## src/rtl/audio_pkg.sv

```systemverilog
// Shared types and widths for the tone sequencer: FSM state encoding,
// note field widths and the default millisecond prescale.
package audio_pkg;

    localparam int HP_W                 = 20;
    localparam int DUR_W                = 12;
    localparam int ENTRY_W              = HP_W + DUR_W;
    localparam int LEVEL_W              = 4;
    localparam int TICKS_PER_MS_DEFAULT = 25000;

    typedef enum logic [1:0] {
        IDLE = 2'd0,
        LOAD = 2'd1,
        PLAY = 2'd2,
        GAP  = 2'd3
    } state_t;

endpackage

```

## src/rtl/tone_sequencer_if.sv

```systemverilog
// Note-entry channel between a host (master) and the tone sequencer (slave).
// A note transfers on a rising edge where note_valid && note_ready; note_ready never depends on note_valid.
interface tone_sequencer_if;
    import audio_pkg::*;

    logic             note_valid;
    logic             note_ready;
    logic [HP_W-1:0]  note_half_period;
    logic [DUR_W-1:0] note_duration;

    modport master (
        output note_valid,
        output note_half_period,
        output note_duration,
        input  note_ready
    );

    modport slave (
        input  note_valid,
        input  note_half_period,
        input  note_duration,
        output note_ready
    );

endinterface

```

## src/rtl/note_fifo.sv

```systemverilog
// Power-of-two note queue with occupancy count and a synchronous flush.
// The caller guarantees no push when full and no pop when empty.
module note_fifo #(
    parameter int DEPTH = 8,
    parameter int W     = 32
) (
    input  logic                   clk,
    input  logic                   rst_n,
    input  logic                   i_push,
    input  logic                   i_pop,
    input  logic                   i_flush,
    input  logic [W-1:0]           i_data,
    output logic [W-1:0]           o_data,
    output logic [$clog2(DEPTH):0] o_count
);

    localparam int AW = $clog2(DEPTH);

    logic [W-1:0]  r_mem [DEPTH];
    logic [AW-1:0] r_wr;
    logic [AW-1:0] r_rd;
    logic [AW:0]   r_count;

    always_ff @(posedge clk or negedge rst_n) begin
        if (!rst_n) begin
            r_wr    <= '0;
            r_rd    <= '0;
            r_count <= '0;
        end else if (i_flush) begin
            r_wr    <= '0;
            r_rd    <= '0;
            r_count <= '0;
        end else begin
            if (i_push) r_wr <= r_wr + 1'b1;
            if (i_pop)  r_rd <= r_rd + 1'b1;
            if (i_push && !i_pop)      r_count <= r_count + 1'b1;
            else if (!i_push && i_pop) r_count <= r_count - 1'b1;
        end
    end

    always_ff @(posedge clk) begin
        if (i_push && !i_flush) r_mem[r_wr] <= i_data;
    end

    assign o_data  = r_mem[r_rd];
    assign o_count = r_count;

endmodule

```

## src/rtl/tone_sequencer.sv

```systemverilog
// Plays queued square-wave notes: each entry is a half-period (0 = rest) and a
// duration in ms, followed by a fixed silent gap and a one-cycle note_done pulse.
module tone_sequencer
    import audio_pkg::*;
#(
    parameter int DEPTH        = 8,
    parameter int TICKS_PER_MS = TICKS_PER_MS_DEFAULT,
    parameter int GAP_MS       = 5
) (
    input  logic               clk_25mhz,
    input  logic               resetn,
    tone_sequencer_if.slave    note_if,
    input  logic               abort,
    output logic               audio,
    output logic               busy,
    output logic               note_done,
    output logic [LEVEL_W-1:0] level,
    output state_t             dbg_state
);

    localparam int CNT_W = $clog2(DEPTH) + 1;
    localparam int PRE_W = (TICKS_PER_MS > 1) ? $clog2(TICKS_PER_MS) : 1;
    localparam logic [PRE_W-1:0] PRE_MAX  = PRE_W'(TICKS_PER_MS - 1);
    localparam logic [DUR_W-1:0] GAP_LD   = DUR_W'(GAP_MS);
    localparam logic [CNT_W-1:0] FULL_CNT = CNT_W'(DEPTH);

    logic [1:0]         r_rst_sync;
    logic               w_rst_n;
    state_t             r_state;
    state_t             w_next;
    logic [CNT_W-1:0]   w_count;
    logic [ENTRY_W-1:0] w_head;
    logic               w_empty;
    logic               w_ready;
    logic               w_push;
    logic               w_pop;
    logic               w_busy;
    logic               w_gap_end;
    logic               w_wrap;
    logic               w_ms_last;
    logic [HP_W-1:0]    r_hp;
    logic [HP_W-1:0]    r_hp_cnt;
    logic [DUR_W-1:0]   r_dur;
    logic [DUR_W-1:0]   r_ms;
    logic [PRE_W-1:0]   r_pre;
    logic               r_audio;
    logic               r_note_done;

    // Reset asserts asynchronously everywhere but releases two edges later.
    always_ff @(posedge clk_25mhz or negedge resetn) begin
        if (!resetn) r_rst_sync <= 2'b00;
        else         r_rst_sync <= {r_rst_sync[0], 1'b1};
    end
    assign w_rst_n = r_rst_sync[1];

    note_fifo #(
        .DEPTH (DEPTH),
        .W     (ENTRY_W)
    ) u_fifo (
        .clk     (clk_25mhz),
        .rst_n   (w_rst_n),
        .i_push  (w_push),
        .i_pop   (w_pop),
        .i_flush (abort),
        .i_data  ({note_if.note_half_period, note_if.note_duration}),
        .o_data  (w_head),
        .o_count (w_count)
    );

    // One ms counter serves both PLAY and GAP; a zero count ends GAP at once.
    assign w_wrap    = (r_pre == '0);
    assign w_ms_last = (r_ms == '0) || (w_wrap && (r_ms == DUR_W'(1)));

    always_ff @(posedge clk_25mhz or negedge w_rst_n) begin
        if (!w_rst_n) r_state <= IDLE;
        else          r_state <= w_next;
    end

    always_comb begin
        w_next = r_state;
        if (abort) begin
            w_next = IDLE;
        end else begin
            case (r_state)
                IDLE:    if (!w_empty) w_next = LOAD;
                LOAD:    w_next = (r_dur == '0) ? GAP : PLAY;
                PLAY:    if (w_ms_last) w_next = GAP;
                GAP:     if (w_ms_last) w_next = IDLE;
                default: w_next = IDLE;
            endcase
        end
    end

    always_comb begin
        w_empty   = (w_count == '0);
        w_ready   = (w_count < FULL_CNT) && !abort;
        w_push    = note_if.note_valid && w_ready;
        w_pop     = (r_state == IDLE) && !w_empty && !abort;
        w_busy    = (r_state != IDLE) || !w_empty;
        w_gap_end = (r_state == GAP) && w_ms_last && !abort;
    end

    always_ff @(posedge clk_25mhz or negedge w_rst_n) begin
        if (!w_rst_n) begin
            r_hp        <= '0;
            r_dur       <= '0;
            r_hp_cnt    <= '0;
            r_ms        <= '0;
            r_pre       <= '0;
            r_audio     <= 1'b0;
            r_note_done <= 1'b0;
        end else begin
            r_note_done <= w_gap_end;
            if (abort) begin
                r_audio <= 1'b0;
            end else begin
                case (r_state)
                    IDLE: begin
                        // The head is captured at pop time because the read pointer moves on.
                        if (w_pop) begin
                            r_hp  <= w_head[ENTRY_W-1 -: HP_W];
                            r_dur <= w_head[DUR_W-1:0];
                        end
                    end
                    LOAD: begin
                        r_audio  <= 1'b0;
                        r_hp_cnt <= (r_hp == '0) ? '0 : r_hp - 1'b1;
                        r_pre    <= PRE_MAX;
                        r_ms     <= (r_dur == '0) ? GAP_LD : r_dur;
                    end
                    PLAY: begin
                        r_pre <= w_wrap ? PRE_MAX : r_pre - 1'b1;
                        if (w_ms_last) begin
                            r_audio <= 1'b0;
                            r_ms    <= GAP_LD;
                        end else begin
                            if (w_wrap) r_ms <= r_ms - 1'b1;
                            if (r_hp != '0) begin
                                if (r_hp_cnt == '0) begin
                                    r_audio  <= ~r_audio;
                                    r_hp_cnt <= r_hp - 1'b1;
                                end else begin
                                    r_hp_cnt <= r_hp_cnt - 1'b1;
                                end
                            end
                        end
                    end
                    GAP: begin
                        r_audio <= 1'b0;
                        r_pre   <= w_wrap ? PRE_MAX : r_pre - 1'b1;
                        if (w_wrap && !w_ms_last) r_ms <= r_ms - 1'b1;
                    end
                    default: r_audio <= 1'b0;
                endcase
            end
        end
    end

    assign note_if.note_ready = w_ready;
    assign audio              = r_audio;
    assign busy               = w_busy;
    assign note_done          = r_note_done;
    assign level              = LEVEL_W'(w_count);
    assign dbg_state          = r_state;

endmodule

```

## src/flat_wrapper.sv

```systemverilog
// flat-port wrapper written by rule: the top's interface ports become plain ports
module tone_sequencer_flat import audio_pkg::*;
#(
    parameter int DEPTH        = 8,
    parameter int TICKS_PER_MS = TICKS_PER_MS_DEFAULT,
    parameter int GAP_MS       = 5
)
  (clk_25mhz, resetn, abort, audio, busy, note_done, level, dbg_state, note_if_note_valid, note_if_note_half_period, note_if_note_duration, note_if_note_ready);
  tone_sequencer_if note_if_i ();
  input  logic clk_25mhz;
  input  logic resetn;
  input  logic abort;
  output logic audio;
  output logic busy;
  output logic note_done;
  output logic [LEVEL_W-1:0] level;
  output state_t dbg_state;
  input wire logic [$bits(note_if_i.note_valid)-1:0] note_if_note_valid;
  input wire logic [$bits(note_if_i.note_half_period)-1:0] note_if_note_half_period;
  input wire logic [$bits(note_if_i.note_duration)-1:0] note_if_note_duration;
  output wire logic [$bits(note_if_i.note_ready)-1:0] note_if_note_ready;
  assign note_if_i.note_valid = note_if_note_valid;
  assign note_if_i.note_half_period = note_if_note_half_period;
  assign note_if_i.note_duration = note_if_note_duration;
  assign note_if_note_ready = note_if_i.note_ready;
  tone_sequencer #(.DEPTH(DEPTH), .TICKS_PER_MS(TICKS_PER_MS), .GAP_MS(GAP_MS)) u_core (.clk_25mhz(clk_25mhz), .resetn(resetn), .note_if(note_if_i), .abort(abort), .audio(audio), .busy(busy), .note_done(note_done), .level(level), .dbg_state(dbg_state));
endmodule
```

## config.mk

```make
export PLATFORM = sky130hd
export DESIGN_NAME = tone_sequencer_flat
export DESIGN_NICKNAME = d
export VERILOG_FILES = /design/src/rtl/audio_pkg.sv /design/src/rtl/tone_sequencer_if.sv /design/src/rtl/note_fifo.sv /design/src/rtl/tone_sequencer.sv /design/src/flat_wrapper.sv
export SDC_FILE = /design/constraint.sdc
export NUM_CORES = 1
export LEC_CHECK = 0
export BUFFER_PORTS_ARGS = -buffer_cell sky130_fd_sc_hd__buf_2
export CAP_MARGIN = 30
export CORE_ASPECT_RATIO = 1.2
export CORE_UTILIZATION = 25
export DETAILED_ROUTE_END_ITERATION = 6
export SYNTH_ARGS = -nofsm -noshare
export SYNTH_HDL_FRONTEND = slang
export SYNTH_SLANG_ARGS = --single-unit
```

## constraint.sdc

```tcl
create_clock -name clk_25mhz -period 4 [get_ports clk_25mhz]
set_input_delay 0.2 -clock clk_25mhz [delete_from_list [all_inputs] [get_ports clk_25mhz]]
set_output_delay 0.2 -clock clk_25mhz [all_outputs]
set_load 0.05 [all_outputs]
```

# Yosys cells after proc, flatten, opt, wreduce, memory -nomap -nowiden
# Memories as Yosys holds them, arrays and structs flattened. A register that Yosys moved wholly into a read port is not among the register bits.
# Cells that the tools add are included.
# totals
reg_bits,63
mem_bits_rw,256
in_bits,36
mem_count,1
# mem_list
name,depth,word_bits,rd,rd_clocked_by_memory_dff,wr,line_no,text
u_core.u_fifo.r_mem,8,32,1,1,1,note_fifo.sv:19,logic [W-1:0] r_mem [DEPTH];
# op_classes
add_sub_neg,8
order_cmp,1
eq_ne,13
mux,32
bitwise_logic,2
n_reduce_logical,43
# ops
cell,n
$mux W20,4
$mux W12,4
$logic_not A20 Y1,2
$pmux W20 S2,1
$sub A20 B1 Y20 const B,2
$pmux W12 S3,1
$pmux W15 S2,1
$logic_not A12 Y1,2
$reduce_bool A20 Y1,1
$logic_not A15 Y1,1
$mux W15,1
$sub A15 B1 Y15 const B,1
$eq A12 B1 Y1 const B,1
$mux W3,4
$mux W4,3
$sub A12 B1 Y12 const B,1
$logic_and A1 B1 Y1,11
$reduce_bool A2 Y1,5
$reduce_and A3 Y1,3
$reduce_bool A3 Y1,3
$mux W2,4
$ne A4 B2 Y1 const B,2
$pmux W2 S4,1
$reduce_and A4 Y1,2
20 further kinds,38

# Logic depth before layout (Yosys ltp)
# Gate-level depths: netlist of the first run.
# depth
depth_word,8
ltp_mapped,11
mapped_depth_nobuf,10

# Hierarchy
# Synthesis of the first run repeated with hierarchy kept, for this count alone.
# hier_totals
cells_unflattened,958
area_unflattened_um2,15282.2
# modules_own_cells
mod,n_inst,cells_each,area_per_inst_um2,seq_area_each_um2
note_fifo,1,439,10338.7,7937.6
tone_sequencer,1,519,4943.5,2127.0

# Worst setup path after synthesis of the first run
# OpenSTA, ideal clock, no wires.
# synth_timing
path_kind,flip-flop to flip-flop
from,register u_core.u_fifo.r_count[3] (netlist: u_core.u_fifo.o_count[3])
to,"memory u_core.u_fifo.r_mem[0][0], enable pin"
setup_time_ps,461
arrival_time_ps,3533
setup_slack_ps,6
stages_incl_launch_ff,6
n_path_buf,1
period_less_slack_ps,3994
path_cell_list,dfrtp_1 nor2b_1 nor2b_1 clkbuf_1 nand2b_1 nor3_1
# synth_via
elab_chain_cells,6
# synth_rtl
item,line_no,text
"start, declared",note_fifo.sv:22,logic [AW:0] r_count;
"start signal, assigned",note_fifo.sv:36,if (i_push && !i_pop) r_count <= r_count + 1'b1;
"start signal, assigned",note_fifo.sv:37,else if (!i_push && i_pop) r_count <= r_count - 1'b1;
$lt A4 B4 Y1,tone_sequencer.sv:96,w_ready = (w_count < FULL_CNT) && !abort;
$logic_and A1 B1 Y1,tone_sequencer.sv:96,
$logic_and A1 B1 Y1,tone_sequencer.sv:97,w_push = note_if.note_valid && w_ready;
$logic_and A1 B1 Y1,note_fifo.sv:42,if (i_push && !i_flush) r_mem[r_wr] <= i_data;
$mux W1,note_fifo.sv:42,
$mux W1 (implied by the code),note_fifo.sv:42,
"end, declared",note_fifo.sv:19,
# No other way between the ends.

# Worst setup path in the final report of the first run
# layout_timing
from,register u_core.u_fifo.r_count[1] (netlist: u_core.u_fifo.o_count[1])
to,register u_core.u_fifo.r_count[3] (netlist: u_core.u_fifo.o_count[3])
# layout_via
elab_chain_cells,8
elab_cells_between_ends,17
# layout_rtl
item
branches (longest 8 deep; another with $lt A4 B4 Y1)
# Several ways; the timed one is not identified. The select of a mux whose other input is x is not followed.
# A chain may end at the register's enable or synchronous reset.

==> flow_summary_export.csv, run 1 <==
group,metric,value,unit
logic_synthesis,dominantRegCellSynth,"edfxtp_1",
worst_setup_path,path_class,"reg -> reg",
sta,min_period,2.96,ns
logic_synthesis,synthesis.area,15100,sq um
sta,fin_ws,1.04,ns
place,placed_area,16400,sq um
global_route,met1_usage,0.126,
die,dieWidth,227,um
cts,cts_max_level,2,
sta,final-max-slew-violation-count,0,
logic_synthesis,syn_avg_cell_area,15.0,sq um
cts,clock_latency,0.53,ns
global_route,grt_use_met3,0.0161,
routing,ant_nets,0,
die,pin_count,46,
global_route,grt_pass1_vias,9099,
min_path,hold_class,"in -> reg",
die,die_h,271,um
die,floorplan.initialDensity,0.253,
logic_synthesis,synth_commonest_cells,"edfxtp_1 (256), dfrtp_1 (95), nand2_1 (83), o21ai_0 (67), mux4_2 (64)",
worst_setup_path,crit_family,"simple AND/OR/NAND/NOR gates",
global_route,met2_usage,0.189,
routing,totalWireLength,31600,um
routing,drc,0,
finish,syn2layout_area_growth,18.2,%
global_route,gr-max-usage-layer,"met2",
sta,fmax,338,MHz
sta,finClkSkew,0.0129,ns
global_route,grt_usage,0.105,
worst_setup_path,startpoint_type,"flop",
routing,first_pass_iters,5,
worst_setup_path,path_cells,"nor4_1, nand2b_1, nand2_1, ha_1, a21o_1, a21oi_1, nor2_1, a221oi_1, nor2_1",
worst_setup_path,cp_num_buf_inv,0,
logic_synthesis,synth.most_common_cell,"edfxtp_1",
cts,cts-buffers-inserted,35,
place,io_buffer_count,45,
sta,tightest_slew,0.974,ns
cts,root_buffer,"clkbuf_16",
logic_synthesis,synth_seq_cells,351,
sta,rsz0062_at_grt,"no",
logic_synthesis,ys_async_sr_fraction,0.271,
status,outcome,"complete, no violations",
routing,num_vias,8782,
logic_synthesis,synth_top_area_cell,"edfxtp_1",
pwr,peakVddDrop,0.293,mV
worst_setup_path,cpPeakStageDelay,0.72,ns
cts,cts_tree,"done",
place,post-place-ws,0.963,ns
finish,diodes,0,
worst_setup_path,cp.arrival,3.37,ns
worst_setup_path,worstPathRequired,4.41,ns
pwr,leakagePower,5.97,nW
routing,via_per_inst,4.57,
worst_setup_path,critical_path.endpoint_type,"flop",
pwr,p_per_area,623,nW/um^2
cts,clockBufferDepth,3,
sta,hold_viol,0,
logic_synthesis,yosys-top-cells-area,"edfxtp_1 (51%), dfrtp_1 (16%), mux4_2 (9.5%)",
place,place_congestion,0.820,
finish,layout.nets,1148,
sta,setup-violations-final,0,
finish,post-route-cell-area,17900,sq um
logic_synthesis,synth_edf_count,256,
logic_synthesis,synth_top_area_share,0.508,
sta,maxSlewHeadroom,0.345,
logic_synthesis,synth_cells,1008,
worst_setup_path,crit_top_cell,"nor2_1",
sta,tns,0,ns
global_route,overflow,0,
die,die-area,61500,sq um
logic_synthesis,yosys_warnings,0,
worst_setup_path,reg2reg_slack,1.04,ns
routing,drt_iter0_drc,533,
worst_setup_path,cpMaxStageDelayCell,"nor4_1",
die,fp.coreArea,59700,sq um
routing,wl_per_cell,16.5,um
cts,clkSlewWorstSetupHoldPaths,0.06,ns
logic_synthesis,synth-seq-area-share,0.666,
cts,numClockSinks,351,
worst_setup_path,cp_max_fo,10,
logic_synthesis,synth_nets,1062,
logic_synthesis,synth_cell_type_count,77,
global_route,grt_pass1_wl,50800,um
cts,cts_resized,0,
global_route,antenna_found_initial,1,
finish,layout-drive-gt1-share,0.188,
place,hpwlAfterDp,20300,um
die,placementRows,98,
sta,fin_crit_sh,0.741,
job,cap_violations,0,
global_route,grt_max_degree,66,
[power breakdown]
group	leakage (nW)	total (mW)	switching [mW]	internal, mW
clock network	0.549	3.27	1.38	1.89
logic	1.95	2.95	1.67	1.28
registers	3.47	4.90	0.532	4.37
total	5.97	11.1	3.58	7.55
[sequential cells by signal, indices dropped and copies added (netlist names)]
name	cells
u_core.u_fifo.r_mem	256
u_core.r_dur	12
u_core.r_hp_cnt	20
u_core.r_hp	20
u_core.r_pre	15
u_core.dbg_state	2
u_core.r_rst_sync	2
u_core.u_fifo.o_count	4
u_core.u_fifo.r_wr	3
u_core.note_done	1
u_core.r_ms	12
u_core.u_fifo.r_rd	3
u_core.audio	1
[cell type report]
type	instances	area [sq um]
multi-input cells	589	4830
clock inverters	15	180
fillers	5935	41800
well taps	800	1000
repair buffers	97	751
inverters	20	75.1
flip-flops and latches	351	10100
clock buffers	49	960
[layer usage]
layer  wire length (um)  part of all wire
met5                 13           0.00041
met3               1100             0.035
met2              16600              0.52
met4                715             0.023
met1              13200              0.42
[stage by stage]
stage | total power, mW | std cells | hold slack, ns | utilization
after global routing | 11.8 | 1921 | 0.119 | 0.299
after global placement | 7.87 | 1823 | -0.00649 | 0.275
after floorplan | 7.11 | 1008 | -0.0956 | -
final | 11.1 | 1921 | 0.0923 | 0.299
after detailed placement | 7.94 | 1823 | -0.00995 | 0.275
after CTS | 11.3 | 1921 | 0.0752 | 0.299
[worst min-delay path, cell delays in order]
cell and delay, ns:
buf_2 0.09, a21oi_1 0.06, nor2_1 0.08, a221oi_1 0.06, nor2_1 0.08
[final timing paths]
check / endpoint / cells after the start / from
min: u_core.u_fifo.o_count[3] / 5 / note_if_note_valid
max reg2reg: u_core.u_fifo.o_count[3] / 9 / u_core.u_fifo.o_count[1]
max: u_core.u_fifo.o_count[3] / 9 / u_core.u_fifo.o_count[1]
min reg2reg: u_core.r_rst_sync[1] / 0 / u_core.r_rst_sync[0]
max in group asynchronous: u_core.r_hp_cnt[6] / 1 / u_core.r_rst_sync[1]
min in group asynchronous: u_core.u_fifo.o_count[1] / 0 / u_core.r_rst_sync[1]
[cell usage in the layout, fill, tap and decap left out, types with 4 or more instances in the layout]
master / synthesis / final
o21ai_1: 4 / 4
nand2b_1: 7 / 7
xor2_1: 18 / 18
nand3_1: 22 / 22
xnor2_1: 15 / 15
nor2_4: 0 / 6
nor3_1: 27 / 25
mux2i_1: 40 / 40
clkbuf_16: 0 / 36
a21oi_1: 24 / 24
nor4_1: 19 / 19
buf_4: 0 / 14
o211ai_1: 5 / 5
dfrtp_1: 95 / 91
or3_1: 5 / 5
and3_1: 4 / 4
edfxtp_1: 256 / 256
o2bb2ai_1: 5 / 5
ha_1: 17 / 17
a31oi_1: 7 / 7
clkinv_2: 0 / 4
mux4_2: 64 / 64
a22o_1: 4 / 4
buf_12: 0 / 4
clkbuf_1: 33 / 12
nand4_1: 11 / 11
inv_1: 20 / 20
dlygate4sd3_1: 0 / 34
nor2_1: 63 / 57
nor2b_1: 4 / 4
nand2_1: 83 / 83
a22oi_1: 4 / 4
o21ai_0: 67 / 67
buf_2: 5 / 45
[what timing repair did]
item | in CTS | in global routing
endpoints found under the hold margin | 258 | 0
buffers inserted | 0 | 0
hold buffers | 34 | 0
endpoints found under the setup margin | 0 | 0
[kinds of logic after synthesis]
family                     synth area share
buffers and inverters                0.0185
muxes                                 0.122
AOI/OAI and AO/OA                    0.0690
DFF                                   0.666
adders and majority gates            0.0154
xor gates and xnor gates             0.0191
other                              0.000248
and+or+nand+nor                      0.0904
Note: power is estimated with default switching activity, not from simulation.
==> inputs of run 2 (changes only) <==
clock period = 2.4 ns   (was 4 ns; I/O delays follow)
==> run 2 against run 1 <==
Compared with the run above: design area increased by 4.0%; core utilization is 1.2 points higher; power is 73% higher; die area unchanged; clock skew is essentially flat; critical endpoint is now u_core.r_hp_cnt[9]; largest cell class unchanged; combinational power is 97% higher; maximum frequency increased by 26%; critical path depth shrank 3; global-route usage grew 0.42 points; hold slack worse by 0.077 ns.
==> flow_summary_export.csv, run 2 (synthesis results as in run 1) <==
group,metric,value,unit
place,place_inst,1878,
worst_setup_path,critical_path.endpoint_type,"flop",
finish,syn2layout_area_growth,22.9,%
cts,cts_max_level,2,
global_route,overflow,0,
global_route,met1_usage,0.134,
worst_setup_path,path_class,"reg -> reg",
sta,setup-violations-final,0,
routing,drc,0,
sta,min_period,2.34,ns
worst_setup_path,cpMaxStageDelayCell,"or4b_4",
finish,final_util,0.311,
die,floorplan.initialDensity,0.253,
global_route,met2_usage,0.193,
pwr,p_per_area,1040,nW/um^2
die,die-area,61500,sq um
worst_setup_path,startpoint_type,"flop",
global_route,grt_usage,0.109,
worst_setup_path,worstPathRequired,2.86,ns
worst_setup_path,crit_top_cell,"or3_4",
pwr,leakagePower,6.33,nW
worst_setup_path,r2r_start,"u_core.r_hp_cnt[17]",
routing,totalWireLength,33000,um
worst_setup_path,reg2reg_slack,0.06,ns
sta,fin_crit_sh,0.977,
finish,top_regs,"u_core.u_fifo.r_mem: 256 flops, u_core.r_hp: 20 flops, u_core.r_hp_cnt: 20 flops",
worst_setup_path,cp.arrival,2.80,ns
die,dieWidth,227,um
worst_setup_path,r2r-end,"u_core.r_hp_cnt[9]",
routing,ant_nets,0,
worst_setup_path,r2r_cells,6,
routing,num_vias,8978,
min_path,hold_class,"in -> reg",
cts,clkSlewWorstSetupHoldPaths,0.06,ns
cts,cts_tree,"done",
cts,clock_latency,0.53,ns
worst_setup_path,crit_end,"u_core.r_hp_cnt[9]",
pwr,peakVddDrop,0.418,mV
job,cap_violations,0,
global_route,grt_max_degree,94,
sta,maxSlewHeadroom,0.597,
place,io_buffer_count,45,
die,die_h,271,um
cts,root_buffer,"clkbuf_16",
routing,first_pass_iters,4,
sta,fmax,427,MHz
global_route,grt_use_met3,0.0158,
finish,finalNonFillerCells,1984,
sta,tightest_slew,0.605,ns
sta,hold_viol,0,
die,placementRows,98,
cts,clockBufferDepth,3,
cts,numClockSinks,351,
global_route,grt_pass1_wl,52900,um
global_route,grt_pass1_vias,9429,
finish,layout-drive-gt1-share,0.249,
die,pin_count,46,
global_route,gr-max-usage-layer,"met2",
place,hpwlAfterDp,20700,um
finish,regMostFlops,"u_core.u_fifo.r_mem",
worst_setup_path,path_cells,"or3_4, or4b_4, or3_4, buf_4, o211ai_1, a32o_1",
finish,largest_reg_flops,256,
finish,layout.nets,1210,
finish,n_fill_cell,5882,
status,outcome,"complete, no violations",
sta,finClkSkew,0.0129,ns
routing,via_per_inst,4.53,
worst_setup_path,cpPeakStageDelay,0.54,ns
place,place_congestion,0.875,
finish,final_cell_mix,"edfxtp_1 (256), dfrtp_1 (86), nand2_1 (82)",
worst_setup_path,startpoint,"u_core.r_hp_cnt[17]",
die,fp.coreArea,59700,sq um
cts,cts-buffers-inserted,35,
finish,final_common_cell,"edfxtp_1",
sta,final-max-slew-violation-count,0,
worst_setup_path,cp_max_fo,4,
routing,wl_per_cell,16.7,um
routing,drt_iter0_drc,778,
global_route,antenna_found_initial,1,
## run 2: cell types whose count changed in the layout (fill, tap and decap cells not counted), moves of 2 or more
cell,previous run,this run
clkinv_2,4,9
clkinv_4,1,3
clkbuf_1,12,5
buf_4,14,60
nor3_4,1,4
dfrtp_2,2,7
nor4_1,19,17
a21oi_1,24,21
buf_12,4,15
dfrtp_1,91,86
a21oi_2,0,3
nor3_2,3,0
buf_6,0,3
## run 2: per-layer routing
layer / up-vias / wire, um
met5: - / 0
met4: 0 / 888
met3: 53 / 1070
met2: 158 / 17000
met1: 4563 / 14100
li1: 4204 / -
## run 2: through the flow
| stage | cell area [sq um] | hold slack (ns) | setup TNS [ns] | setup WS, ns | power (mW) |
|---|---|---|---|---|---|
| after floorplan | 15200 | -0.176 | -1.43 | -0.0448 | 11.9 |
| after global placement | 17000 | -0.0945 | 0 | 0.0378 | 13.7 |
| after detailed placement | 17000 | -0.0918 | 0 | 0.00156 | 13.9 |
| after CTS | 18500 | 0.00580 | 0 | 0.0312 | 19.4 |
| after global routing | 18600 | 0.0455 | -0.00156 | -0.00156 | 20.4 |
| final | 18600 | 0.0156 | 0 | 0.0564 | 19.3 |
## run 2: what timing repair did
item                                    in CTS  in global routing
endpoints found under the setup margin       1                 25
cloned                                       0                  1
setup buffers                                0                  5
gates resized for setup                      1                 18
pin swaps                                    0                 10
hold endpoints to repair                   260                  0
hold buffers                                35                  0
## run 2: layout make-up
class	count	area (sq um)	share of cell area
tap	800	1000	0.0539
clock inverter	23	205	0.0110
multi-input combinational	589	4930	0.265
clock buffer	41	920	0.0495
timing repair buffer	159	1370	0.0735
inverter	20	75.1	0.00404
antenna	1	2.50	0.000135
sequential	351	10100	0.543
## run 2: worst min-delay path by stage
stage,from,end,slack [ns],depth (start not counted)
after global routing,note_if_note_valid,u_core.u_fifo.o_count[3],0.05,5
after detailed placement,resetn,u_core.r_rst_sync[0],-0.09,1
final,note_if_note_valid,u_core.u_fifo.o_count[3],0.02,5
after global placement,resetn,u_core.r_rst_sync[0],-0.09,1
after floorplan,resetn,u_core.r_rst_sync[0],-0.18,0
after CTS,note_if_note_valid,u_core.u_fifo.o_count[3],0.006,5
## run 2: report_power, final
group          internal (mW)  leakage (nW)  switching [mW]
Sequential              7.29          3.47           0.783
Combinational           2.66          2.31            3.13
Clock                   3.02         0.554            2.39
## run 2: worst max-delay path, delay by kind of cell (launching register included)
kind                   cells  cell delay, ns
buffers and inverters      1            0.17
AND/OR/NAND/NOR            3            1.37
flip-flops                 1            0.39
AO/OA/AOI/OAI              2            0.37
==> inputs of run 3 (changes only) <==
CORE_UTILIZATION = 35   (was 25)
==> run 3 against run 2 <==
Compared with the run above: die area shrank 28%; register-to-register slack gained 0.02 ns; combinational power fell by 1%; highest routed layer unchanged; sequential power increased by 0.6%; clock skew grew 0.010 ns; via count grew 0.74%.
==> flow_summary_export.csv, run 3 (synthesis results as in run 1) <==
group,metric,value,unit
finish,largest_reg_flops,256,
routing,ant_nets,0,
place,post-place-ws,-0.0105,ns
sta,fin_crit_sh,0.969,
cts,cts_max_level,2,
pwr,leakagePower,6.35,nW
worst_setup_path,critical_path.endpoint_type,"flop",
sta,tightest_slew,0.644,ns
cts,cts_tree,"done",
die,placementRows,83,
worst_setup_path,cpPeakStageDelay,0.53,ns
global_route,overflow,0,
sta,finClkSkew,0.0231,ns
cts,clock_latency,0.53,ns
cts,numClockSinks,351,
cts,clkSlewWorstSetupHoldPaths,0.06,ns
sta,final-max-slew-violation-count,0,
routing,via_per_inst,5.20,
die,die-area,44000,sq um
worst_setup_path,cp.arrival,2.78,ns
finish,syn2layout_area_growth,21.1,%
finish,regMostFlops,"u_core.u_fifo.r_mem",
global_route,grt_usage,0.147,
routing,drt_iter0_drc,618,
worst_setup_path,crit_top_cell,"or3_4",
finish,layout.nets,1216,
routing,first_pass_iters,5,
global_route,antenna_found_initial,2,
job,cap_violations,0,
min_path,hold_class,"in -> reg",
die,dieWidth,192,um
sta,fmax,430,MHz
routing,wl_per_cell,18.3,um
global_route,grt_pass1_vias,9105,
finish,final_cell_mix,"edfxtp_1 (256), dfrtp_1 (86), nand2_1 (82)",
worst_setup_path,cpMaxStageDelayCell,"or4b_4",
place,hpwlAfterDp,19700,um
worst_setup_path,startpoint_type,"flop",
sta,min_period,2.33,ns
die,pin_count,46,
global_route,grt_pass1_wl,50700,um
finish,layout-drive-gt1-share,0.250,
routing,num_vias,9044,
die,floorplan.initialDensity,0.354,
sta,maxSlewHeadroom,0.571,
die,fp.coreArea,42700,sq um
sta,hold_viol,0,
cts,root_buffer,"clkbuf_16",
finish,n_fill_cell,3806,
finish,top_regs,"u_core.u_fifo.r_mem: 256 flops, u_core.r_hp: 20 flops, u_core.r_hp_cnt: 20 flops",
status,outcome,"complete, no violations",
pwr,p_per_area,1050,nW/um^2
sta,tns,0,ns
pwr,peakVddDrop,0.512,mV
sta,setup-violations-final,0,
die,die_h,230,um
cts,cts-buffers-inserted,36,
finish,final_common_cell,"edfxtp_1",
worst_setup_path,path_cells,"or3_4, or4b_4, or3_4, buf_6, a21oi_1, o2bb2ai_1, a22o_1",
routing,drc,0,
worst_setup_path,worstPathRequired,2.85,ns
worst_setup_path,cp_max_fo,5,
sta,fin_ws,0.0744,ns
place,place_congestion,0.843,
place,io_buffer_count,45,
cts,clockBufferDepth,3,
sta,rsz0062_at_grt,"yes",
routing,totalWireLength,31800,um
global_route,grt_max_degree,69,
worst_setup_path,path_class,"reg -> reg",
## run 3: worst max-delay path: cells and delay by family, from the launching register on
family / cells / cell delay [ns]
AOI/OAI and AO/OA: 3 / 0.37
buffers and inverters: 1 / 0.14
and+or+nand+nor: 3 / 1.36
DFF: 1 / 0.38
## run 3: layer usage
metal  track usage  part of all wire  vias to the layer above
met1         0.194              0.43                     4579
met2         0.250              0.50                      185
met5             0                 0                        -
li1              -                 -                     4224
met4        0.0439             0.022                        0
met3        0.0232             0.041                       56
## run 3: layout make-up
type	instances	area (sq um)	share of cell area
Sequential cell	351	10100	0.550
Timing Repair Buffer	164	1430	0.0778
Inverter	20	75.1	0.00410
Tap cell	552	691	0.0377
Multi-Input combinational cell	589	4910	0.268
Clock buffer	44	962	0.0525
Antenna cell	2	5.00	0.000273
Clock inverter	17	161	0.00881
## run 3: stage by stage
step | utilization | instance area, sq um | std cells | power [mW] | hold slack (ns)
final | 0.429 | 18300 | 1739 | 19.2 | 0.0236
after global placement | 0.391 | 16700 | 1631 | 13.7 | -0.0947
after CTS | 0.426 | 18200 | 1727 | 19.3 | 0.00869
after global routing | 0.429 | 18300 | 1739 | 20.3 | 0.0585
after floorplan | - | 15200 | 1008 | 11.9 | -0.176
after detailed placement | 0.391 | 16700 | 1631 | 13.8 | -0.0900
## run 3: timing repair
item,CTS,global route
pin swaps,0,15
endpoints found under the setup margin,3,25
buffers inserted,0,10
hold buffers,35,0
hold endpoints to repair,260,0
resized for setup,2,15
## run 3: final timing paths
| kind | cells after the start | slack [ns] | startpoint | endpoint |
|---|---|---|---|---|
| setup / recovery | 7 | 0.07 | u_core.r_hp_cnt[16] | u_core.r_hp_cnt[11] |
| hold / removal | 5 | 0.02 | note_if_note_valid | u_core.u_fifo.o_count[3] |
| setup reg to reg | 7 | 0.07 | u_core.r_hp_cnt[16] | u_core.r_hp_cnt[11] |
| hold reg to reg | 0 | 0.24 | u_core.r_rst_sync[1] | u_core.u_fifo.o_count[1] |
| max in group asynchronous | 1 | 1.42 | u_core.r_rst_sync[1] | u_core.r_hp_cnt[11] |
| min in group asynchronous | 0 | 0.24 | u_core.r_rst_sync[1] | u_core.u_fifo.o_count[1] |
## run 3: power by group
part,internal (mW),switching [mW]
logic,2.70,3.02
clock network,3.09,2.29
registers,7.29,0.831
total,13.1,6.14
